`src/rtl/ps2_key_event_rx.sv`:
```
// PS/2 keyboard receiver: synchronizes and filters the bus, decodes 11-bit frames,
// and assembles multi-byte scancode sequences into single key events.
module ps2_key_event_rx #(
  parameter int FILTER_LEN = 8,
  parameter int TIMEOUT    = 100000
) (
  input  logic        clk_sys,
  input  logic        reset,
  input  logic        ps2_clk,
  input  logic        ps2_data,
  output logic [64:0] ps2_key,
  output logic        frame_err,
  output logic        busy
);

  localparam int FW = $clog2(FILTER_LEN + 1);
  localparam int TW = $clog2(TIMEOUT + 1);

  typedef enum logic [1:0] {IDLE, DATA, PARITY, STOP} state_t;

  // index 0 = clock line, index 1 = data line
  logic [1:0] line_raw;
  logic [1:0] meta_reg;
  logic [1:0] sync_reg;

  assign line_raw = {ps2_data, ps2_clk};

  genvar gi;
  generate
    for (gi = 0; gi < 2; gi++) begin : g_sync
      always_ff @(posedge clk_sys) begin
        if (reset) begin
          meta_reg[gi] <= 1'b1;
          sync_reg[gi] <= 1'b1;
        end else begin
          meta_reg[gi] <= line_raw[gi];
          sync_reg[gi] <= meta_reg[gi];
        end
      end
    end
  endgenerate

  logic          clk_filt_reg;
  logic [FW-1:0] filt_cnt_reg;
  logic          fall;
  logic          data_bit;

  assign data_bit = sync_reg[1];
  // The falling edge is the very cycle the filtered level flips from 1 to 0.
  assign fall = clk_filt_reg && !sync_reg[0] && (filt_cnt_reg == FW'(FILTER_LEN - 1));

  always_ff @(posedge clk_sys) begin
    if (reset) begin
      clk_filt_reg <= 1'b1;
      filt_cnt_reg <= '0;
    end else if (sync_reg[0] != clk_filt_reg) begin
      if (filt_cnt_reg == FW'(FILTER_LEN - 1)) begin
        clk_filt_reg <= sync_reg[0];
        filt_cnt_reg <= '0;
      end else begin
        filt_cnt_reg <= filt_cnt_reg + FW'(1);
      end
    end else begin
      filt_cnt_reg <= '0;
    end
  end

  state_t        state_reg, state_next;
  logic [2:0]    bit_cnt_reg, bit_cnt_next;
  logic [7:0]    shift_reg, shift_next;
  logic [TW-1:0] to_cnt_reg;
  logic          timeout;
  logic          err_next;
  logic          byte_good;

  assign busy    = (state_reg != IDLE);
  assign timeout = busy && (to_cnt_reg == TW'(TIMEOUT));

  always_ff @(posedge clk_sys) begin
    if (reset || fall || !busy) begin
      to_cnt_reg <= '0;
    end else if (to_cnt_reg != TW'(TIMEOUT)) begin
      to_cnt_reg <= to_cnt_reg + TW'(1);
    end
  end

  always_ff @(posedge clk_sys) begin
    if (reset) begin
      state_reg   <= IDLE;
      bit_cnt_reg <= '0;
      shift_reg   <= '0;
    end else begin
      state_reg   <= state_next;
      bit_cnt_reg <= bit_cnt_next;
      shift_reg   <= shift_next;
    end
  end

  always_comb begin
    state_next   = state_reg;
    bit_cnt_next = bit_cnt_reg;
    shift_next   = shift_reg;
    err_next     = 1'b0;
    byte_good    = 1'b0;
    if (timeout) begin
      state_next = IDLE;
      err_next   = 1'b1;
    end else if (fall) begin
      case (state_reg)
        IDLE: begin
          if (!data_bit) begin
            state_next   = DATA;
            bit_cnt_next = '0;
          end
        end
        DATA: begin
          shift_next = {data_bit, shift_reg[7:1]};
          if (bit_cnt_reg == 3'd7) state_next = PARITY;
          else bit_cnt_next = bit_cnt_reg + 3'd1;
        end
        PARITY: begin
          if (^{shift_reg, data_bit}) begin
            state_next = STOP;
          end else begin
            state_next = IDLE;
            err_next   = 1'b1;
          end
        end
        STOP: begin
          state_next = IDLE;
          if (data_bit) byte_good = 1'b1;
          else err_next = 1'b1;
        end
        default: state_next = IDLE;
      endcase
    end
  end

  logic [63:0] seq_reg;
  logic [3:0]  byte_cnt_reg;
  logic        e1_mode_reg;
  logic        complete_pending_reg;
  logic        frame_err_reg;
  logic [64:0] key_reg;
  logic        starts_e1;
  logic        completes;

  assign starts_e1 = (byte_cnt_reg == 4'd0) && (shift_reg == 8'hE1);

  // Decide whether the byte being shifted in closes the current sequence.
  always_comb begin
    completes = 1'b1;
    if (e1_mode_reg) begin
      completes = (byte_cnt_reg == 4'd7);
    end else if (starts_e1 || shift_reg == 8'hE0 || shift_reg == 8'hF0) begin
      completes = 1'b0;
    end else if (seq_reg[7:0] == 8'hE0 && shift_reg == 8'h12) begin
      completes = 1'b0;
    end else if (seq_reg[15:0] == 16'hE0F0 && shift_reg == 8'h7C) begin
      completes = 1'b0;
    end
  end

  always_ff @(posedge clk_sys) begin
    if (reset) begin
      seq_reg              <= '0;
      byte_cnt_reg         <= '0;
      e1_mode_reg          <= 1'b0;
      complete_pending_reg <= 1'b0;
      frame_err_reg        <= 1'b0;
      key_reg              <= '0;
    end else begin
      frame_err_reg        <= err_next;
      complete_pending_reg <= 1'b0;
      if (complete_pending_reg) begin
        key_reg      <= {~key_reg[64], seq_reg};
        seq_reg      <= '0;
        byte_cnt_reg <= '0;
        e1_mode_reg  <= 1'b0;
      end
      if (err_next) begin
        seq_reg      <= '0;
        byte_cnt_reg <= '0;
        e1_mode_reg  <= 1'b0;
      end else if (byte_good) begin
        seq_reg              <= {seq_reg[55:0], shift_reg};
        byte_cnt_reg         <= (byte_cnt_reg == 4'hF) ? byte_cnt_reg : byte_cnt_reg + 4'd1;
        e1_mode_reg          <= e1_mode_reg | starts_e1;
        complete_pending_reg <= completes;
      end
    end
  end

  assign ps2_key   = key_reg;
  assign frame_err = frame_err_reg;

endmodule
```
`config.mk`:
```
export PLATFORM = sky130hd
export DESIGN_NAME = ps2_key_event_rx
export DESIGN_NICKNAME = d
export VERILOG_FILES = /design/src/rtl/ps2_key_event_rx.sv
export SDC_FILE = /design/constraint.sdc
export NUM_CORES = 1
export LEC_CHECK = 0
export CAP_MARGIN = 0
export CORE_UTILIZATION = 45
export CTS_BUF_LIST = sky130_fd_sc_hd__clkbuf_8
export CTS_CLUSTER_DIAMETER = 100
export CTS_CLUSTER_SIZE = 24
export DETAILED_ROUTE_END_ITERATION = 10
export PLACE_DENSITY = 0.65
export RECOVER_POWER = 50
export SYNTH_ARGS = -nofsm -noshare
export SYNTH_HDL_FRONTEND = slang
export SYNTH_SLANG_ARGS = --single-unit
```
`constraint.sdc`:
```
create_clock -name clk_sys -period 2.4 [get_ports clk_sys]
set_clock_uncertainty 0.15 [all_clocks]
set_input_delay 0.36 -clock clk_sys [delete_from_list [all_inputs] [get_ports clk_sys]]
set_output_delay 0.36 -clock clk_sys [all_outputs]
set_load 0.01 [all_outputs]
```
Word-level counts from Yosys, hierarchy flattened
Cells that the tools add are included.
- bits in registers: 175
- input port bits: 4
- output and inout bits: 67
- logic and storage cells: 100
- $add $sub $neg: 4
- equal/unequal tests: 21
- muxes and demuxes: 27
- bitwise logic cells: 5
- reduce and logical (&&, ||, !) cells: 27
- operators by type and width (kind ; number):
    64-bit 2-to-1 mux ; 2
    8-bit equality test, second input constant ; 4
    17-bit by 1-bit adder with 17-bit output, second input constant ; 1
    17-bit equality test, second input constant ; 1
    17-bit inequality test, second input constant ; 1
    16-bit equality test, second input constant ; 1
    1-bit 2-to-1 mux ; 14
    4-bit 2-to-1 mux ; 3
    9-bit parity ; 1
    4-bit by 1-bit adder with 4-bit output, second input constant ; 2
    4-bit by 3-bit equality test with 1-bit output, second input constant ; 2
    8-bit by 5-bit equality test with 1-bit output, second input constant ; 1
    8-bit by 7-bit equality test with 1-bit output, second input constant ; 1
    2-bit inequality test, second input constant ; 4
    2-bit case mux with 4 select lines ; 1
    1-bit logical AND ; 6
    2-bit 2-to-1 mux ; 3
    3-bit 2-to-1 mux ; 2
    3-bit case mux with 2 select lines ; 1
    3-bit AND reduction ; 2
    2-bit nonzero test ; 3
    3-bit OR reduction ; 2
    5-bit AND reduction ; 1
    2-bit equality test, second input constant ; 2
    other kinds (14) ; 23

Logic depth before layout (Yosys ltp)
- depth after elaboration: 7
- gate-level depth with buffers: 9
- mapped depth without buffers: 7

Worst setup path after synthesis
No wires, ideal clock.
- kind: reg2reg
- start: register to_cnt_reg[0]
- end: register shift_reg[0]
- setup time: 0.128 ns
- data arrival time: 1.793 ns
- data required time: 2.122 ns
- setup slack: 0.329 ns
- cell stages (with the launch flop): 10
- buffers on the path: 2
- period minus slack after synthesis: 2.071 ns
- cells stage by stage: dfxtp_1 inv_1 ha_1 nor4b_2 and4_1 buf_2 or4_1 buf_2 mux2i_1 nor2_1
- longest elaborated chain between the ends: 4
- ends and longest elaborated chain (element ; line ; RTL):
    start, declared ; 71 ; logic [TW-1:0] to_cnt_reg;
    start signal, assigned ; 83 ; to_cnt_reg <= to_cnt_reg + TW'(1);
    17-bit equality test ; 77 ; assign timeout = busy && (to_cnt_reg == TW'(TIMEOUT));
    1-bit logical AND ; 77 ;
    1-bit inverter (no line) ; -- ;
    3-bit AND reduction (no line) ; -- ;
    end signal, assigned ; 95 ; shift_reg <= shift_next;
    end, declared ; 70 ; logic [7:0] shift_reg, shift_next;
No other way between the ends.
A chain may end at the register's enable or synchronous reset.

Worst setup path in the final report
- start: register to_cnt_reg[0]
- end: register shift_reg[4]
The elaborated chain is that of the path after synthesis.

==> metrics.md <==
| Metric | Value |
|---|---|
| Status | `finished, violations left` |
| Failing checks | `DRC` |
| Die Ht | `roughly 130 µm` |
| Combinational power share | `0.017` |
| Share of cells above drive strength 1 | `0.08845` |
| Period Utilization, post-route | `0.9582` |
| Wire per inst | `roughly 15 µm` |
| Final-stage net count | `between 800 and 900` |
| Worst path arrival time | `2.48 ns` |
| Ys Warns | `0` |
| Netlist cell types | `just over 50` |
| Later-pin clock latency in the skew report | `~0.45 ns` |
| Largest cells by area after synthesis | `dfxtp_1 (51%), mux2i_1 (11%), nand3_1 (5.7%)` |
| Period minus WS final | `roughly 2.3 ns` |
| Post-synthesis instance total | `between 700 and 800` |
| Tot GR Track Use | `0.1944` |
| Largest net degree at the start of global routing | `66` |
| Antenna cells | `0` |
| Seq/Total Area, Yosys | `0.5144` |
| Slew HR | `0.2227` |
| Drt total wl | `between 10 and 15 mm` |
| Most common cell in the netlist | `dfxtp_1` |
| CP Launch Type | `flop` |
| Mapped Nets | `750` |
| First-pass GRT wire length | `around 25 mm` |
| Worst hold path class | `in2reg` |
| Ports | `between 70 and 80` |
| Setup ws final | `~0.1 ns` |
| Worst path required time | `approximately 2.6 ns` |
| Pint | `3.849 mW` |
| Vias per cell | `5.414` |
| RR Startpoint | `to_cnt_reg[0]` |
| Initial antenna violation count | `0` |
| CTS tree | `yes` |
| Worst flop-to-flop path endpoint | `shift_reg[4]` |
| Critical path type | `reg2reg` |
| FF-to-FF setup slack | `about 0.10 ns` |
| Proportion of power drawn by the clock network | `0.391` |
| Multi-input logic area | `slightly above 3000 µm²` |
| Clock root buffer | `clkbuf_8` |
| Max Clock Freq | `around 430 MHz` |
| Max Cap Viol | `0` |
| DP Worst Slack | `0.09034 ns` |
| Reg power frac | `0.592` |
| Sink Count | `175` |
| Max H-tree Level | `4` |
| I/O Buffers | `70` |
| Tot Pwr | `approximately 4.9 mW` |
| Reg clk slew, reported paths | `0.08 ns` |
| Hold Fails Final Rpt | `0` |
| Hold Startpoint | `reset` |
| Hold path cells | `2` |
| Drc violations | `10` |
| Async SR Flop Fraction | `0` |
| EDFF count, synth | `0` |
| Netlist Area Pre-Place | `between 6000 and 7000 µm²` |
| VDD IR max | `374.8 µV` |
| Pleak | `around 2.9 nW` |
| Dominant synthesized flop cell | `dfxtp_1` |
| Core area | `14640 µm²` |
| Top cell type's share of synthesized area | `0.5144` |
| Synthesis-stage register bit count | `around 180` |
| Critical path peak fanout | `8` |
| DPL Wire Length | `~9.9 mm` |
| Die Footprint | `15630 µm²` |
| Post-CTS Hold Buffers | `0` |
| Worst-Margin Slew | `roughly 1.2 ns` |
| P_sw | `1.062 mW` |
| Antenna Nets Post-Route | `0` |
| Hold EP | `state_reg[0]` |
| Setup violations, final | `0` |
| Reg2Reg Depth | `7` |
| Reg area | `3505 µm²` |
| PwrDens | `~600 nW/µm²` |
| Core Util, Final | `0.5568` |
| Die width | `between 100 and 150 µm` |
| Detailed Routing Iterations Pass 1 | `9` |
| Row cnt | `44` |
| Number of buffers created by CTS | `17` |
| Routability cong. | `approximately 0.86` |
| Vias in the first global route | `around 5200` |
| Via count | `approximately 5400` |
| Commonest cells in the synthesized netlist | `dfxtp_1 (175), nor2_1 (96), nand3_1 (78)` |
| Fin. max-slew vios | `0` |
| DR iter-0 viols | `around 340` |
| Syn Area/Cell | `9.228 µm²` |
| Filler cell count | `1339` |
| CP Capture Type | `flop` |
| Starting Density | `0.4651` |
| Switch share | `0.2163` |
| Top cell type by total area after synthesis | `dfxtp_1` |
| GRT Residual Overflow | `0` |
| Layout area overhead | `19.73%` |
| CTS Buffer Depth | `2` |
| Max reg flops | `65` |
## through the flow
step	hold WS (ns)	area (µm²)	setup TNS, ns	std cells
2_1_floorplan	0.2395	6810	0	738
3_3_place_gp	0.2568	7756	0	962
3_5_place_dp	0.2463	7756	0	962
4_1_cts	0.04665	8137	0	994
5_1_grt	0.2771	8154	-0.003615	998
6_report	0.2616	8154	0	998
## layout by cell type, fill, tap and decap left out, types with 5 or more instances in the layout
master	count
dfxtp_1	174
nor2_1	96
nand3_1	78
nand2_1	74
a21oi_1	73
mux2i_1	72
dlygate4sd3_1	35
clkdlybuf4s50_1	34
clkbuf_8	21
buf_4	16
xnor2_1	12
inv_1	11
xor2_1	11
and3_1	9
ha_1	8
nor3_1	6
nand4_1	5
## how the worst max path moves through the flow
stage / from / to / slack, ns / cells after the start
after CTS: shift_reg[1] / seq_reg[33] / 0.07 / 6
after detailed placement: shift_reg[1] / seq_reg[20] / 0.09 / 6
after global placement: shift_reg[1] / seq_reg[32] / 0.18 / 6
final: to_cnt_reg[0] / shift_reg[4] / 0.10 / 7
after floorplan: to_cnt_reg[0] / shift_reg[0] / 0.33 / 9
after global routing: to_cnt_reg[0] / shift_reg[2] / -0.004 / 7
## power by group through the flow
stage	clock, mW	combinational, mW	sequential, mW
2_1_floorplan	0	0.0529	2.97
3_3_place_gp	0	0.0759	2.98
3_5_place_dp	0	0.0778	2.98
4_1_cts	1.98	0.0779	2.91
5_1_grt	2.10	0.0918	2.91
6_report	1.92	0.0838	2.91
## per-layer routing
layer  share of wire  global-route usage  vias up
met5               0                   0        -
met4           0.013             0.06887        0
met3           0.044             0.05006       14
li1                -                   -     2681
met1            0.48              0.2568     2570
met2            0.46              0.3076      138
## cell families after synthesis
logic type,Yosys count,share of synthesized area
adders and majority gates,8,0.01470
buffers and inverters,61,0.03711
xor gates and xnor gates,25,0.03527
and+or+nand+nor,299,0.2067
AOI/OAI and AO/OA,96,0.08268
muxes,74,0.1091
DFF,175,0.5144
## worst max-delay path: stages, from the launching register on
cell and delay (ns):
dfxtp_1 0.38, inv_1 0.09, ha_1 0.20, nor4b_2 0.17
and4_1 0.22, or4_1 0.67, mux2i_1 0.24, nor2_1 0.05
## cell type report
class	count	area share
clock inverter	11	0.01120
multi-input combinational	503	0.3785
sequential	175	0.4298
tap	184	0.02823
clock buffer	21	0.03545
timing repair buffer	94	0.1122
inverter	10	0.004603
## what timing repair did
item / 4_1_cts / 5_1_grt
buffers inserted: 0 / 3
resized for setup: 0 / 3
endpoints found under the setup margin: 0 / 54
Power figures use the tool's default switching activity.
